File: src/rtl/fb_pkg.sv
// Shared constants and types for the framebuffer arbiter.
// Geometry: 640x480 8-bit grayscale, four pixels per 32-bit word, big-endian.
package fb_pkg;

  localparam int unsigned FB_H         = 640;
  localparam int unsigned FB_V         = 480;
  localparam int unsigned PIX_PER_WORD = 4;
  localparam int unsigned FB_WORDS     = (FB_H * FB_V) / PIX_PER_WORD;
  localparam int unsigned FB_ADDR_W    = 17;

  typedef enum logic {
    S_DISP,
    S_CPU
  } fsm_t;

  typedef enum logic [1:0] {
    TAG_NONE,
    TAG_DISP,
    TAG_CPU
  } tag_t;

endpackage

File: src/rtl/fb_rtag_pipe.sv
// Read-return tag pipeline: carries the requester tag and out-of-range flag
// of each granted access through RD_LAT stages aligned with the RAM read
// latency, then registers the one-hot rvalid strobes and rdata-zero select.
//   clk, rst_n    : clock, async active-low clear
//   tag_in        : tag of the access granted this cycle (TAG_NONE if none/write)
//   oor_in        : granted access is out of range (RAM not accessed)
//   disp_rvalid   : display read data valid this cycle
//   cpu_rvalid    : cpu read data valid this cycle
//   zero_sel      : returned word must read as 0
module fb_rtag_pipe
  import fb_pkg::*;
#(
  parameter int unsigned RD_LAT = 1
) (
  input  logic clk,
  input  logic rst_n,
  input  tag_t tag_in,
  input  logic oor_in,
  output logic disp_rvalid,
  output logic cpu_rvalid,
  output logic zero_sel
);

  tag_t tag_q [RD_LAT];
  tag_t tag_d [RD_LAT];
  logic oor_q [RD_LAT];
  logic oor_d [RD_LAT];
  logic disp_rvalid_q, disp_rvalid_d;
  logic cpu_rvalid_q, cpu_rvalid_d;
  logic zero_sel_q, zero_sel_d;

  // Stage 0 lines up with the mem_en cycle; the last stage lines up with the
  // cycle before RAM data appears, so the output flop matches mem_rdata.
  always_comb begin
    tag_d[0] = tag_in;
    oor_d[0] = oor_in;
    for (int i = 1; i < int'(RD_LAT); i++) begin
      tag_d[i] = tag_q[i-1];
      oor_d[i] = oor_q[i-1];
    end
    disp_rvalid_d = (tag_q[RD_LAT-1] == TAG_DISP);
    cpu_rvalid_d  = (tag_q[RD_LAT-1] == TAG_CPU);
    zero_sel_d    = oor_q[RD_LAT-1];
  end

  always_ff @(posedge clk or negedge rst_n) begin
    if (!rst_n) begin
      for (int i = 0; i < int'(RD_LAT); i++) begin
        tag_q[i] <= TAG_NONE;
        oor_q[i] <= 1'b0;
      end
      disp_rvalid_q <= 1'b0;
      cpu_rvalid_q  <= 1'b0;
      zero_sel_q    <= 1'b0;
    end else begin
      for (int i = 0; i < int'(RD_LAT); i++) begin
        tag_q[i] <= tag_d[i];
        oor_q[i] <= oor_d[i];
      end
      disp_rvalid_q <= disp_rvalid_d;
      cpu_rvalid_q  <= cpu_rvalid_d;
      zero_sel_q    <= zero_sel_d;
    end
  end

  assign disp_rvalid = disp_rvalid_q;
  assign cpu_rvalid  = cpu_rvalid_q;
  assign zero_sel    = zero_sel_q;

endmodule

File: src/rtl/fb_arbiter.sv
// Framebuffer RAM arbiter between the display fetch path and the cpu port.
// Display has priority; the cpu gets a slot after MAX_DISP_RUN consecutive
// display grants while it waits. Read data is routed back by tag.
//   clk, rst_n                        : clock, async active-low reset
//   disp_req/addr -> disp_gnt         : display read request/accept
//   disp_rvalid, disp_rdata           : display read return
//   cpu_req/we/addr/wdata/be -> gnt   : cpu request/accept
//   cpu_rvalid, cpu_rdata, cpu_err    : cpu read return, out-of-range pulse
//   mem_en/we/be/addr/wdata, mem_rdata: single-port RAM interface
module fb_arbiter
  import fb_pkg::*;
#(
  parameter int unsigned ADDR_W       = FB_ADDR_W,
  parameter int unsigned FB_WORDS     = fb_pkg::FB_WORDS,
  parameter int unsigned RD_LAT       = 1,
  parameter int unsigned MAX_DISP_RUN = 4
) (
  input  logic              clk,
  input  logic              rst_n,
  input  logic              disp_req,
  input  logic [ADDR_W-1:0] disp_addr,
  output logic              disp_gnt,
  output logic              disp_rvalid,
  output logic [31:0]       disp_rdata,
  input  logic              cpu_req,
  input  logic              cpu_we,
  input  logic [ADDR_W-1:0] cpu_addr,
  input  logic [31:0]       cpu_wdata,
  input  logic [3:0]        cpu_be,
  output logic              cpu_gnt,
  output logic              cpu_rvalid,
  output logic [31:0]       cpu_rdata,
  output logic              cpu_err,
  output logic              mem_en,
  output logic              mem_we,
  output logic [3:0]        mem_be,
  output logic [ADDR_W-1:0] mem_addr,
  output logic [31:0]       mem_wdata,
  input  logic [31:0]       mem_rdata
);

  localparam int unsigned RUN_W = $clog2(MAX_DISP_RUN + 1);
  localparam logic [ADDR_W-1:0] FB_LAST = ADDR_W'(FB_WORDS - 1);

  fsm_t              state_q, state_d;
  logic [RUN_W-1:0]  run_q, run_d;
  logic              mem_en_q, mem_en_d;
  logic              mem_we_q, mem_we_d;
  logic [3:0]        mem_be_q, mem_be_d;
  logic [ADDR_W-1:0] mem_addr_q, mem_addr_d;
  logic [31:0]       mem_wdata_q, mem_wdata_d;
  logic              cpu_err_q, cpu_err_d;
  logic [31:0]       disp_rdata_q, cpu_rdata_q;

  logic disp_oor, cpu_oor, sel_oor, issue;
  tag_t tag_in;
  logic zero_sel;

  assign disp_oor = (disp_addr > FB_LAST);
  assign cpu_oor  = (cpu_addr > FB_LAST);

  // Grant decode, run counter and next state. Grants are masked in reset so
  // every output reads 0 while rst_n is low.
  always_comb begin
    disp_gnt = 1'b0;
    cpu_gnt  = 1'b0;
    state_d  = state_q;
    run_d    = run_q;
    case (state_q)
      S_DISP: begin
        disp_gnt = rst_n & disp_req;
        cpu_gnt  = rst_n & cpu_req & ~disp_req;
        if (!cpu_req || cpu_gnt) begin
          run_d = '0;
        end else if (disp_gnt) begin
          run_d = run_q + RUN_W'(1);
        end
        if (cpu_req && (run_d == RUN_W'(MAX_DISP_RUN))) begin
          state_d = S_CPU;
        end
      end
      S_CPU: begin
        cpu_gnt = rst_n & cpu_req;
        run_d   = '0;
        state_d = S_DISP;
      end
      default: begin
        state_d = S_DISP;
        run_d   = '0;
      end
    endcase
  end

  // Memory command for the granted requester; out-of-range accesses issue
  // nothing to the RAM but still travel down the tag pipe.
  always_comb begin
    sel_oor     = disp_gnt ? disp_oor : cpu_oor;
    issue       = (disp_gnt | cpu_gnt) & ~sel_oor;
    mem_en_d    = issue;
    mem_we_d    = issue & cpu_gnt & cpu_we;
    mem_be_d    = 4'h0;
    mem_addr_d  = '0;
    mem_wdata_d = 32'h0;
    if (issue) begin
      mem_be_d   = cpu_gnt ? cpu_be : 4'hF;
      mem_addr_d = cpu_gnt ? cpu_addr : disp_addr;
    end
    if (issue && cpu_gnt && cpu_we) begin
      mem_wdata_d = cpu_wdata;
    end
    cpu_err_d = cpu_gnt & cpu_oor;
    if (disp_gnt) begin
      tag_in = TAG_DISP;
    end else if (cpu_gnt && !cpu_we) begin
      tag_in = TAG_CPU;
    end else begin
      tag_in = TAG_NONE;
    end
  end

  // Returned data passes straight from the RAM on the valid cycle and holds
  // the last returned word otherwise.
  always_comb begin
    disp_rdata = disp_rdata_q;
    cpu_rdata  = cpu_rdata_q;
    if (disp_rvalid) begin
      disp_rdata = zero_sel ? 32'h0 : mem_rdata;
    end
    if (cpu_rvalid) begin
      cpu_rdata = zero_sel ? 32'h0 : mem_rdata;
    end
  end

  always_ff @(posedge clk or negedge rst_n) begin
    if (!rst_n) begin
      state_q      <= S_DISP;
      run_q        <= '0;
      mem_en_q     <= 1'b0;
      mem_we_q     <= 1'b0;
      mem_be_q     <= 4'h0;
      mem_addr_q   <= '0;
      mem_wdata_q  <= 32'h0;
      cpu_err_q    <= 1'b0;
      disp_rdata_q <= 32'h0;
      cpu_rdata_q  <= 32'h0;
    end else begin
      state_q      <= state_d;
      run_q        <= run_d;
      mem_en_q     <= mem_en_d;
      mem_we_q     <= mem_we_d;
      mem_be_q     <= mem_be_d;
      mem_addr_q   <= mem_addr_d;
      mem_wdata_q  <= mem_wdata_d;
      cpu_err_q    <= cpu_err_d;
      disp_rdata_q <= disp_rdata;
      cpu_rdata_q  <= cpu_rdata;
    end
  end

  assign mem_en    = mem_en_q;
  assign mem_we    = mem_we_q;
  assign mem_be    = mem_be_q;
  assign mem_addr  = mem_addr_q;
  assign mem_wdata = mem_wdata_q;
  assign cpu_err   = cpu_err_q;

  fb_rtag_pipe #(
    .RD_LAT (RD_LAT)
  ) u_rtag_pipe (
    .clk         (clk),
    .rst_n       (rst_n),
    .tag_in      (tag_in),
    .oor_in      (sel_oor),
    .disp_rvalid (disp_rvalid),
    .cpu_rvalid  (cpu_rvalid),
    .zero_sel    (zero_sel)
  );

endmodule

File: config.mk
export PLATFORM = sky130hd
export DESIGN_NAME = fb_arbiter
export DESIGN_NICKNAME = d
export VERILOG_FILES = /design/src/rtl/fb_pkg.sv /design/src/rtl/fb_rtag_pipe.sv /design/src/rtl/fb_arbiter.sv
export SDC_FILE = /design/constraint.sdc
export NUM_CORES = 1
export LEC_CHECK = 0
export ABC_CLOCK_PERIOD_IN_PS = 2000
export BUFFER_PORTS_ARGS = -buffer_cell sky130_fd_sc_hd__buf_4
export CAP_MARGIN = 30
export CORE_UTILIZATION = 45
export CTS_CLUSTER_DIAMETER = 150
export CTS_CLUSTER_SIZE = 24
export DETAILED_ROUTE_END_ITERATION = 16
export GPL_ROUTABILITY_DRIVEN = 0
export HOLD_SLACK_MARGIN = 0.05
export PLACE_DENSITY_LB_ADDON = 0.2
export SYNTH_ARGS = -nofsm -noshare
export SYNTH_HDL_FRONTEND = slang
export SYNTH_SLANG_ARGS = --single-unit
File: constraint.sdc
create_clock -name clk -period 2 [get_ports clk]
set_clock_uncertainty 0.05 [all_clocks]
set_input_delay 0.2 -clock clk [delete_from_list [all_inputs] [get_ports clk]]
set_output_delay 0.2 -clock clk [all_outputs]
set_load 0.005 [all_outputs]
* Word level (Yosys, flattened, before mapping)
Index checks and enable logic that the tools add are counted.
** Cells by class
- Add/subtract/negate cells :: 1
- Magnitude comparators :: 2
- Equality and inequality tests :: 3
- Mux-type cells :: 19
- Bitwise gates (word level) :: 11
- Reductions and logical operators :: 7
** Operators by type and width (count)
- $mux W32 :: 4
- $gt A17 B17 Y1 const B :: 2
- $mux W17 :: 2
- $mux W3 :: 3
- $mux W4 :: 2
- $and A1 B1 Y1 :: 7
- $pmux W3 S2 :: 1
- $logic_and A1 B1 Y1 :: 4
- $mux W2 :: 2
- $pmux W1 S2 :: 2
- $add A3 B1 Y3 const B :: 1
- $eq A3 B3 Y1 const B :: 1
- $mux W1 :: 3
- $not A1 Y1 :: 3
- $eq A2 B1 Y1 const B :: 1
- $eq A2 B2 Y1 const B :: 1
- $logic_not A1 Y1 :: 2
- $logic_or A1 B1 Y1 :: 1
- $or A1 B1 Y1 :: 1
** Storage, ports and cells
- Output and inout bits :: 124
- Input bits :: 107
- Logic and storage cells :: 58
- Bits in registers :: 130

* Logic depth before layout (Yosys ltp)
- Depth after elaboration :: 9
- Depth in mapped cells :: 5

* Modules after synthesis
A second synthesis with hierarchy kept.
** Second synthesis, totals
- Cells, all modules :: 435
- Area, all modules :: 5645.4 µm²
** Modules (own cells, without submodules)
- fb_arbiter :: area an instance 5480.3 µm², cells each 427, instances 1
- fb_rtag_pipe :: area an instance 165.2 µm², cells each 8, instances 1

* Worst setup path after synthesis
No wires, ideal clock.
- Kind :: register to output
- Start point :: register u_rtag_pipe.disp_rvalid_q, in the netlist u_rtag_pipe.disp_rvalid
- End point :: output port disp_rdata[1]
- Data arrival time :: 1099 ps
- Stages on the path, launching flop included :: 4
- Slack :: 651 ps
- Path through :: dfrtp_1 > clkbuf_1 > buf_2 > mux2_2
** On the way
- Longest elaborated chain between the ends :: 1
** Ends and longest elaborated chain
- from (decl) :: line fb_rtag_pipe.sv:28 : logic disp_rvalid_q, disp_rvalid_d;
- from (signal assigned) :: line fb_rtag_pipe.sv:60 : disp_rvalid_q <= disp_rvalid_d;
- $mux W32 :: line fb_arbiter.sv:126 : if (disp_rvalid) begin
- to (decl) :: line fb_arbiter.sv:24 : output logic [31:0] disp_rdata,
No other way between the ends.

* Worst setup path after layout
- Start point :: input port cpu_addr[10]
- End point :: register mem_wdata_q[1], in the netlist mem_wdata[1]
** On the way
- Longest elaborated chain between the ends :: 7
** Ends and longest elaborated chain
- from (decl) :: line fb_arbiter.sv:27 : input logic [ADDR_W-1:0] cpu_addr,
- $gt A17 B17 Y1 :: line fb_arbiter.sv:60 : assign cpu_oor = (cpu_addr > FB_LAST);
- $mux W1 :: line fb_arbiter.sv:97 : sel_oor = disp_gnt ? disp_oor : cpu_oor;
- $not A1 Y1 :: line fb_arbiter.sv:98 : issue = (disp_gnt | cpu_gnt) & ~sel_oor;
- $and A1 B1 Y1 :: line fb_arbiter.sv:98
- $logic_and A1 B1 Y1 (2 in a row) :: line fb_arbiter.sv:108 : if (issue && cpu_gnt && cpu_we) begin
- $mux W32 :: line fb_arbiter.sv:108
- net mem_wdata_d[1] :: line fb_arbiter.sv:51 : logic [31:0] mem_wdata_q, mem_wdata_d;
- to (signal assigned) :: line fb_arbiter.sv:153 : mem_wdata_q <= mem_wdata_d;
- to (decl) :: line fb_arbiter.sv:51
The timed path passes the listed nets, and every way through them passes these cells.

==> summary.md <==
In this run the worst path has a maximum fanout of 22. The run gives 4,989 as the number of global-route vias before repair. Yosys mapped the design onto 34 distinct sky130hd cell types. Summed over all layers, the routed wires come to 16,400 µm. When the netlist entered floorplanning its net count stood at 543. For this run the aggregate overflow at the end of global routing stands at 0. The placement-stage cell area was 0.00750 mm².

Setup repair after global routing left no endpoint under its margin. For this design, the slowest cell found on the critical path is sky130_fd_sc_hd__o21ai_4. The share of cells above drive strength 1 is 0.524. The final route contains 4,762 vias.

In the final timing run, aggregate negative setup slack is 0 ns. Clock tree synthesis selected as its root buffer the cell sky130_fd_sc_hd__clkbuf_16. Power spread over the standard cell area amounts to 839 mW/mm². The run gives 0.0130 mm² as the die outline area.

The setup check on the worst reg-to-reg path leaves a slack of 0.35 ns. The floorplan step set the die width to 114 µm. Detailed-router iteration count before antenna repair: 5. The tools report the launch instance of the worst min-delay path as cpu_req. Final non-filler cell area: 0.00885 mm². The worst setup path is captured at a register. The run gives 8390 µm as the sum of met2 wire segment lengths after detailed routing. The placement-stage worst setup slack was 0.178 ns; the largest incremental delay on the critical path was 0.69 ns. In this run the worst hold path is classified as in2reg. The register area share after synthesis is 0.576, and the slew at the pin closest to its max-slew limit is 0.866 ns. The Yosys step of the flow raised 0 warnings. The share of the synthesized area in the top cell type works out to 0.576.

For the worst-skew pair, the clock arrives at the later sink with an insertion delay of 0.41 ns. The logs give 1140 µm for the routed length on met3 and 25,500 µm for the first-pass GRT wire length. For this block, wires on met1 add up to 6440 µm.

The cell that appears most often on the critical path is sky130_fd_sc_hd__buf_4. The worst setup path is launched from an input port. The kind of critical path is in2reg. The flow ran to the end, and the final reports show no timing, DRC or antenna violations.

The endpoint of the worst hold path was run_q[1]$_DFF_PN0_. The number of synthesized register bits works out to 130. TritonCTS built the clock tree. The critical path starts at cpu_addr[10]. The worst hold path depth works out to 3.

The growth of design area from synthesis to finish is 56.8%. In the routed design, unresolved DRC markers number 0. The cell family contributing the most delay on the critical path is buffers and inverters.

By area the synthesized netlist is led by sky130_fd_sc_hd__dfrtp_1 58%, sky130_fd_sc_hd__mux2_2 12%, sky130_fd_sc_hd__a21oi_2 4.8%. In this run, the number of DRC markers left after iteration 0 of detailed routing was 278. The total global routing track utilization came out at 0.260. The pin count of the biggest net entering global routing is 77.

The tools report the number of slew-limit violations in the final report as 0. The max-cap violation count was 0; the synthesized area divided by synthesized cell count was 13.0 µm². Data arrives at the worst endpoint at 2.15 ns.

In this run the top signal layer used is met4. The minimum period implied by the final worst setup slack is 1.92 ns. During placement, the flow inserted port buffers numbering 230. Depth of the worst register-to-register path: 3. Summed over all instances, the cell type with the most area after synthesis is sky130_fd_sc_hd__dfrtp_1. Row generation in the floorplan step produced 40 rows. In this run the critical register-to-register path is launched from state_q$_DFF_PN0_. The portion of the clock cycle consumed by the worst path in the final layout was 0.960; the final setup violation count was 0. The signal on the critical path passes through dlygate4sd3_1 > buf_4 > a21oi_2 > o21ai_4 > buf_4 > a21oi_1.

For this run, the top clock speed supported by timing is 521 MHz. Across all setup checks in the final design, the least slack found is 0.0803 ns. Together, buffers and inverters on the worst path number 3. The run gives 435 as the gate count of the mapped netlist. For this design the static power due to leakage is 4.22 nW.

The run gives 10,400 µm as the final HPWL from detailed placement. The number of I/O pins came out at 231. The initial antenna violation count is 0, and the count of clock tree sinks is 130.

Critical register-to-register path endpoint: mem_addr[0]$_DFF_PN0_. In the layout the commonest cells are 241 x sky130_fd_sc_hd__buf_4, 130 x sky130_fd_sc_hd__dfrtp_1, 75 x sky130_fd_sc_hd__dlygate4sd3_1, 61 x sky130_fd_sc_hd__mux2_2, 36 x sky130_fd_sc_hd__nor2b_1. After detailed routing, the average wire length per cell comes to 17.9 µm. For the worst setup path, the data required time is 2.23 ns. Clock-pin slew was measured on the worst setup and hold paths at 0.05 ns. The floorplan step defined a core boundary enclosing 0.0121 mm². Clock tree synthesis inserted a total of 17 buffers.

The height of the die was 114 µm; the number of nets in the layout was 843. The layout has 822 filler cells. CTS built an H-tree with a depth of 4.

The logs give 0.466 for the initial cell density of the core and 0 for the number of routed nets with antenna violations. The library cell used most frequently in the layout, excluding fill and tap cells, is sky130_fd_sc_hd__buf_4. For the largest buffer count on any clock path, the log shows 2. The number of failing hold endpoints at the final stage was 0; the count of inserted antenna diode cells was 0. Using the TritonRoute via totals, the vias-per-cell ratio works out to 5.20. Post-synth design cell area: 0.00564 mm². IR analysis of the VDD net gives a maximum drop of 0.592 mV.

The normalized max-slew margin is 0.421.
layout make-up:
class                   instances  area (µm²)  area share
multi-input cells             261        2160       0.245
inverters                       4        15.0     0.00170
flip-flops and latches        130        3250       0.368
well taps                     168         210      0.0238
clock buffers                  27         503      0.0569
clock inverters                 5        50.0     0.00566
repair buffers                321        2650       0.300
Yosys cell counts:
cell type / n
sky130_fd_sc_hd__o21ai_1: 3
sky130_fd_sc_hd__nand3_1: 20
sky130_fd_sc_hd__o21a_1: 1
sky130_fd_sc_hd__inv_1: 4
sky130_fd_sc_hd__nor2_1: 5
sky130_fd_sc_hd__nand2_2: 1
sky130_fd_sc_hd__nand4_1: 32
sky130_fd_sc_hd__nor2b_4: 1
sky130_fd_sc_hd__o2111ai_2: 1
sky130_fd_sc_hd__buf_6: 6
sky130_fd_sc_hd__nand3b_1: 1
sky130_fd_sc_hd__a21boi_4: 1
sky130_fd_sc_hd__a21oi_1: 5
sky130_fd_sc_hd__or3_1: 1
sky130_fd_sc_hd__o2111ai_4: 1
sky130_fd_sc_hd__o21ai_0: 18
sky130_fd_sc_hd__buf_2: 25
sky130_fd_sc_hd__nor2b_1: 36
sky130_fd_sc_hd__a22oi_2: 15
sky130_fd_sc_hd__nand2_1: 6
sky130_fd_sc_hd__o2bb2ai_1: 1
sky130_fd_sc_hd__nand2b_1: 4
sky130_fd_sc_hd__ha_1: 1
sky130_fd_sc_hd__and2_1: 2
sky130_fd_sc_hd__a211oi_1: 1
sky130_fd_sc_hd__clkbuf_1: 9
sky130_fd_sc_hd__mux2_2: 61
sky130_fd_sc_hd__a22oi_1: 2
sky130_fd_sc_hd__buf_4: 1
sky130_fd_sc_hd__a2bb2oi_2: 4
sky130_fd_sc_hd__o311a_1: 1
sky130_fd_sc_hd__mux2_1: 4
sky130_fd_sc_hd__dfrtp_1: 130
sky130_fd_sc_hd__a21oi_2: 31
metal layers:
metal,up-vias,track usage
met5,-,0
met4,0,0.117
met3,37,0.0749
met2,231,0.443
met1,2335,0.306
li1,2159,-
power breakdown:
group	switching (mW)	total, mW	internal [mW]
registers	0.0766	3.00	2.93
logic	0.665	1.55	0.881
clock network	1.04	2.87	1.83
stage by stage:
step	hold slack [ns]	util	total power [mW]	cells
2_1_floorplan	-0.146	-	3.63	435
3_3_place_gp	-0.00346	0.619	4.40	807
3_5_place_dp	0.00248	0.619	4.46	807
4_1_cts	0.0704	0.726	7.46	913
5_1_grt	0.0867	0.730	7.75	916
6_report	0.0800	0.730	7.42	916
worst max path at each step:
stage	end	slack, ns	cells after the start
floorplan	disp_rdata[1]	0.65	3
global placement	mem_addr[12]$_DFF_PN0_	0.28	4
detailed placement	mem_addr[16]$_DFF_PN0_	0.18	4
CTS	cpu_rdata[8]	0.04	4
global route	mem_wdata[1]$_DFF_PN0_	0.02	6
finish	mem_wdata[1]$_DFF_PN0_	0.08	6
timing repair:
item,CTS,global route
hold buffers,74,1
buffers inserted,0,0
resized for setup,0,1
setup endpoints to repair,0,8
endpoints found under the hold margin,110,76
logic make-up (layout without fill, tap and decap cells):
family,Yosys count,in the layout,share of synthesized area
DFF,130,130,0.576
and+or+nand+nor,109,110,0.113
muxes,65,65,0.130
AOI/OAI and AO/OA,85,85,0.134
buffers and inverters,45,357,0.0441
adders and majority gates,1,1,0.00222
registers in the layout (all words and copies together), names as in the netlist:
register	flops
mem_be	4
mem_we	1
cpu_rdata_q	32
u_rtag_pipe.oor_q	1
mem_addr	17
state_q	1
u_rtag_pipe.cpu_rvalid	1
cpu_err	1
u_rtag_pipe.tag_q	2
mem_en	1
u_rtag_pipe.zero_sel	1
disp_rdata_q	32
mem_wdata	32
u_rtag_pipe.disp_rvalid	1
run_q	3
worst min-delay path: stages:
cell and delay (ns):
sky130_fd_sc_hd__buf_4 0.12, sky130_fd_sc_hd__nand2b_1 0.13, sky130_fd_sc_hd__a21oi_1 0.05
Power figures use the tool's default switching activity.
